===== config.mk =====
export PLATFORM = sky130hd
export DESIGN_NAME = serial_adder_n
export DESIGN_NICKNAME = d
export VERILOG_FILES = /design/src/rtl/serial_adder_n.sv
export SDC_FILE = /design/constraint.sdc
export NUM_CORES = 1
export LEC_CHECK = 0
export ABC_AREA = 0
export BUFFER_PORTS_ARGS = -buffer_cell sky130_fd_sc_hd__buf_2
export CAP_MARGIN = 20
export CORE_MARGIN = 2
export CORE_UTILIZATION = 54
export CTS_CLUSTER_SIZE = 10
export DETAILED_ROUTE_END_ITERATION = 12
export GPL_TIMING_DRIVEN = 0
export MAX_ROUTING_LAYER = met4
export PLACE_DENSITY = 0.76
export SLEW_MARGIN = 25
export SYNTH_ARGS = -nofsm -noshare
export SYNTH_HDL_FRONTEND = slang
export SYNTH_SLANG_ARGS = --single-unit

===== constraint.sdc =====
create_clock -name clk -period 2.5 [get_ports clk]
set_input_delay 0.25 -clock clk [delete_from_list [all_inputs] [get_ports clk]]
set_output_delay 0.25 -clock clk [all_outputs]
set_load 0.1 [all_outputs]

===== src/rtl/serial_adder_n.sv =====
// Digit-serial add/subtract unit: WIDTH-bit operands are processed DIGIT bits per clock,
// LSB digit first, with a registered carry between digits and valid/ready on both sides.
module serial_adder_n #(
    parameter int WIDTH = 8,
    parameter int DIGIT = 1
) (
    input  logic             clk,
    input  logic             rst_n,
    input  logic             in_valid,
    output logic             in_ready,
    input  logic [WIDTH-1:0] a,
    input  logic [WIDTH-1:0] b,
    input  logic             cin,
    input  logic             sub,
    output logic             out_valid,
    input  logic             out_ready,
    output logic [WIDTH-1:0] sum,
    output logic             cout,
    output logic             ovf
);

    localparam int N     = WIDTH / DIGIT;
    localparam int CNT_W = (N > 1) ? $clog2(N) : 1;

    localparam logic [1:0] IDLE = 2'd0;
    localparam logic [1:0] RUN  = 2'd1;
    localparam logic [1:0] DONE = 2'd2;

    localparam logic [CNT_W-1:0] LAST     = CNT_W'(N - 1);
    localparam logic [WIDTH-1:0] DIG_MASK = WIDTH'({DIGIT{1'b1}});

    logic [1:0]       state;
    logic [CNT_W-1:0] cnt;
    logic             carry;
    logic [WIDTH-1:0] a_r;
    logic [WIDTH-1:0] b_r;

    logic [31:0]      shamt;
    logic [DIGIT-1:0] a_dig;
    logic [DIGIT-1:0] b_dig;
    logic [DIGIT-1:0] s_dig;
    logic             c_chain;
    logic             c_msb;
    logic             c_out;

    function automatic logic [1:0] full_add(input logic x, input logic y, input logic c);
        return {(x & y) | (c & (x ^ y)), x ^ y ^ c};
    endfunction

    assign shamt = 32'(cnt) * 32'(DIGIT);
    assign a_dig = DIGIT'(a_r >> shamt);
    assign b_dig = DIGIT'(b_r >> shamt);

    // Ripple through the digit; c_msb ends up as the carry into the digit's top bit,
    // which on the last digit is the carry into the operand MSB.
    always_comb begin
        c_chain = carry;
        c_msb   = carry;
        s_dig   = '0;
        for (int i = 0; i < DIGIT; i++) begin
            c_msb = c_chain;
            {c_chain, s_dig[i]} = full_add(a_dig[i], b_dig[i], c_chain);
        end
        c_out = c_chain;
    end

    assign in_ready  = rst_n && (state == IDLE);
    assign out_valid = (state == DONE);

    always_ff @(posedge clk or negedge rst_n) begin
        if (!rst_n) begin
            state <= IDLE;
            cnt   <= '0;
            carry <= 1'b0;
            a_r   <= '0;
            b_r   <= '0;
            sum   <= '0;
            cout  <= 1'b0;
            ovf   <= 1'b0;
        end else begin
            case (state)
                IDLE: begin
                    if (in_valid) begin
                        // Subtraction as a + ~b + ~cin, so one adder serves both modes.
                        a_r   <= a;
                        b_r   <= sub ? ~b : b;
                        carry <= sub ? ~cin : cin;
                        cnt   <= '0;
                        state <= RUN;
                    end
                end
                RUN: begin
                    sum   <= (sum & ~(DIG_MASK << shamt)) | (WIDTH'(s_dig) << shamt);
                    carry <= c_out;
                    cnt   <= cnt + 1'b1;
                    if (cnt == LAST) begin
                        cout  <= c_out;
                        ovf   <= c_msb ^ c_out;
                        state <= DONE;
                    end
                end
                DONE: begin
                    if (out_ready) begin
                        state <= IDLE;
                    end
                end
                default: state <= IDLE;
            endcase
        end
    end

endmodule


Yosys cells after proc, flatten, opt, wreduce, memory -nomap -nowiden

Index checks and enable logic that the tools add are counted.

Register bits: 32
Bits of input ports: 22
Output and inout bits: 12
Word-level logic and storage cells: 47

Add/sub/neg operators: 1
Eq/ne operators: 6
Shift-type cells: 4
Mux-type cells: 10
Bitwise operators: 11
Reductions and logical operators: 7

Operators by type and width:

| operator            | number |
|---|---|
| $not 8->8           | 2 |
| $shr 8x3->1         | 2 |
| $and 8x8->8         | 1 |
| $mux 8              | 1 |
| $or 8x8->8          | 1 |
| $shl 1x3->8         | 1 |
| $shl 1x3->8 const A | 1 |
| $mux 2              | 3 |
| $pmux 2 s3          | 1 |
| $pmux 3 s2          | 1 |
| $reduce_and 2->1    | 3 |
| $ne 2x2->1 const B  | 2 |
| $add 3x1->3 const B | 1 |
| $eq 3x3->1 const B  | 1 |
| $mux 3              | 1 |
| $reduce_and 3->1    | 1 |
| $xor 1x1->1         | 3 |
| $and 1x1->1         | 2 |
| $eq 2x1->1 const B  | 1 |
| $eq 2x2->1 const B  | 1 |
| $logic_not 2->1     | 1 |
| $mux 1              | 2 |
| $ne 2x1->1 const B  | 1 |
| $pmux 1 s2          | 1 |
| other kinds (4)     | 4 |

Logic depth before layout (Yosys ltp)

Word-level depth: 5
Mapped depth: 6
Gate-level depth less buffers: 5

Least setup slack after synthesis

OpenSTA, ideal clock, no wires.

Path type: reg-to-output
From: reg state[0]
To: out in_ready
Data arrival time: 2.855 ns
Required time: 2.250 ns
Setup slack: -0.605 ns
Cell stages (with the launch flop): 4
Buffers on the path: 2
Cell sequence: dfrtp_1 buf_6 buf_2 nor3b_1

Word-level cells in the longest chain between the ends: 2

Ends and longest elaborated chain:

| what                   | line | RTL |
|---|---|---|
| from (decl)            | 32   | `logic [1:0] state;` |
| from (signal assigned) | 72   | `state <= IDLE;` |
| from (signal assigned) | 89   | `state <= RUN;` |
| from (signal assigned) | 99   | `state <= DONE;` |
| $logic_not 2->1        | 67   | `assign in_ready = rst_n && (state == IDLE);` |
| $logic_and 1x1->1      | 67   |  |
| to (decl)              | 10   | `output logic in_ready,` |

No other way between the ends.

Worst setup path after layout

From: reg cnt[0]
To: reg sum[3]

Word-level cells in the longest chain between the ends: 5
Elaborated cells on any way between the ends: 9
Those cells by class: 4 x shift; 5 x bitwise

Ends and longest elaborated chain:

| what                                  | line   | RTL |
|---|---|---|
| from (decl)                           | 33     | `logic [CNT_W-1:0] cnt;` |
| from (signal assigned)                | 95     | `cnt <= cnt + 1'b1;` |
| $shr 8x3->1, on equally long branches | 51, 52 |  |
| $xor 1x1->1 (2 in series)             | 47     | `return {(x & y) \| (c & (x ^ y)), x ^ y ^ c};` |
| $shl 1x3->8                           | 93     | `sum <= (sum & ~(DIG_MASK << shamt)) \| (WIDTH'(s_dig) << shamt);` |
| $or 8x8->8 (*)                        | 93     |  |
| to (signal assigned)                  | 93     |  |
| to (decl)                             | 17     | `output logic [WIDTH-1:0] sum,` |

Every way passes the cells marked *; elsewhere a longest branch is shown, timed or not.
A chain may end at the register's enable or synchronous reset.

==> run_results.csv <==
group,metric,value,unit
clock_network,numCtsBuffers,5,
timing,slew_headroom,52.7,%
critical_path,required,2.78,ns
layout,final_area,0.00198,sq mm
synth,synth.distinct_cells,32,
timing,hold_slack,0.111,ns
critical_path,path_class,"reg2reg",
synth,synth.cell_area,0.00168,sq mm
timing,hold_violations,0,
synth,synth.top_cell.area_share,47.6,%
synth,synth-xor-area-share,5.21,%
clock_network,clk_path_buf_depth,2,
global_routing,track_usage,20.8,%
critical_path,crit_chain,"buf_6, mux4_2, mux2i_1, fa_1, nor2b_1, a32o_1",
clock_network,post_cts_buffers,0,
synth,synthSimpleGateAreaFrac,9.67,%
min_path,hp-class,"in2reg",
job,cap_violations,0,
floorplan,core,0.00300,sq mm
placement,dp_hpwl,2.30,mm
layout,n_antenna_cell,0,
timing,fmax,427,MHz
clock_network,clk_pin_slew,0.11,ns
layout,n_fill_cell,232,
timing,setup_tns,0,ns
synth,ys_ff_latch,32,
floorplan,dieWidth,59.8,um
placement,dp.cells,188,
status,outcome,"complete, no violations",
synth,ys_warn_count,0,
global_routing,grt-ovfl-total,0,
global_routing,grt_pass1_wl,5.26,mm
clock_network,clk_latency,0.34,ns
synth,synth_compound_area_share,7.29,%
floorplan,row_count,20,
detailed_routing,drt_wl_total,3.16,mm
layout,nNetsFinal,192,
critical_path,slowest_delay,0.51,ns
clock_network,cts_resized,0,
detailed_routing,drt-pass1-iter-count,4,
timing,finalMaxSlewViolations,0,
critical_path,end_kind,"flop",
placement,place.gp.congestion,0.904,
clock_network,htreeDepth,2,
synth,synth.area.top_cells,"dfrtp_1 48%, mux2_2 11%, mux4_2 5.4%",
layout,final_layout_size_suffix_gt1_share,43.3,%
clock_network,cts_tree,"done",
detailed_routing,ant_nets,0,
synth,yosys.area.top_type,"dfrtp_1",
timing,final-setup-viol-count,0,
placement,place_area,0.00189,sq mm
detailed_routing,drc,0,
floorplan,initial_core_util,56.0,%
synth,synth_top_family_by_area,"multiplexers",
global_routing,grt_pass1_vias,1204,
floorplan,pin_count,34,
timing,worstMarginPinSlew,0.709,ns
floorplan,fp.dieH,59.8,um
global_routing,antenna_found_initial,0,
critical_path,critPathSlowestCell,"fa_1",
critical_path,worst_ep_arrival_time,2.63,ns
global_routing,grt_start_max_net_pins,34,
floorplan,die_area,0.00358,sq mm
clock_network,cts.sinks,32,
detailed_routing,drt-initial-drc-count,59,
critical_path,critical_path.max_fanout,9,
timing,grt_setup_unrepaired,"no",
synth,synth_edf_count,0,
synth,synthAdderAreaFrac,5.65,%
synth,synth_fp_nets,152,
synth,synth-seq-area-share,47.6,%
detailed_routing,vias,1125,
synth,synth.avg_cell_area,13.7,sq um
layout,area.growth.synth_to_final,17.6,%
synth,synthMuxAreaShare,19.2,%
timing,final.setup_skew,0.00554,ns
layout,fin_cells,197,
placement,port_buffers,32,
timing,min_period_over_period,93.7,%
timing,period_needed,2.34,ns
detailed_routing,vias_per_cell,5.71,
synth,synth_cells,123,
synth,async_flop_share,100,%
clock_network,cts-root-buf,"clkbuf_4",
detailed_routing,wl_per_cell,16.0,um
critical_path,critPathLaunchType,"flop",
synth,yosys_most_used_dff,"dfrtp_1",
## final timing paths
kind | startpoint | end | slack (ns) | cells past startpoint
max in group asynchronous | rst_n | b_r[5] | 1.56 | 2
worst min register to register | a_r[7] | a_r[7] | 0.50 | 1
worst max-delay path | cnt[0] | sum[3] | 0.16 | 6
min in group asynchronous | rst_n | state[0] | 0.48 | 2
worst max register to register | cnt[0] | sum[3] | 0.16 | 6
worst min-delay path | out_ready | state[1] | 0.11 | 2
## flip-flops by register name, indices dropped and copies added, names as in the netlist
signal / flops
a_r: 8
state: 2
sum: 8
ovf: 1
b_r: 8
cnt: 3
cout: 1
c_msb: 1
## logic make-up after synthesis
kind of cell,count (synthesis)
flops,32
buf+inv,15
xor+xnor,10
compound gates,14
simple gates,20
fa+ha+maj,7
mux,25
## area by class of cell
cell class	instances	area (sq um)	share of cell area (%)
tap	33	41.3	2.09
inverter	7	26.3	1.33
buffer	8	63.8	3.23
clock inverter	3	42.5	2.15
timing repair buffer	33	170	8.60
multi-input combinational	76	796	40.2
clock buffer	5	37.5	1.90
sequential	32	801	40.5
## Yosys cell counts (3+ instances only)
cell	number
dfrtp_1	32
mux2_2	17
xor2_1	9
a32o_1	6
ha_1	6
inv_1	6
mux4_2	4
buf_2	3
buf_6	3
mux2i_1	3
nand3b_1	3
nand4b_1	3
nand4bb_1	3
nor3b_1	3
## layer usage
| metal | vias up | wire, um | track usage, % | share of wire, % |
|---|---|---|---|---|
| met5 | - | 0 | - | 0 |
| met3 | 7 | 108 | 4.55 | 3.4 |
| li1 | 529 | - | - | - |
| met2 | 27 | 1640 | 34.9 | 52 |
| met4 | 0 | 49 | 8.89 | 1.6 |
| met1 | 562 | 1360 | 23.8 | 43 |
## worst max-delay path: cells and delay by family, from the launching register on
kind            cells  cell delay [ns]
compound gates      1             0.21
fa+ha+maj           1             0.51
buf+inv             1             0.17
flops               1             0.41
mux                 2             0.72
simple gates        1             0.27
## through the flow
step,utilization [%],worst slack [ns]
CTS,65.9,0.137
global placement,62.9,0.222
finish,65.9,0.158
detailed placement,62.9,0.179
floorplan,-,0.382
global route,65.9,0.0237
## layout by cell type (no fill, tap or decap), types with 2 or more instances in the layout
cell and instances:
buf_6 3, mux2i_1 3, a32o_1 6, nor2b_1 2
nand3b_1 3, nand4bb_1 3, xor2_1 9, buf_2 35
inv_1 6, mux4_2 4, nor3b_2 2, dfrtp_1 32
buf_4 2, nand4b_1 3, clkbuf_4 5, nor3b_1 2
ha_1 6, a22o_1 2, o31ai_1 2, mux2_2 17
## timing repair
item,in CTS,in global routing
setup endpoints to repair,0,0
hold buffers,1,0
endpoints found under the hold margin,32,0
Power is not shown: default switching activity piles up to over one toggle a cycle in this logic, so the estimate is an artifact.
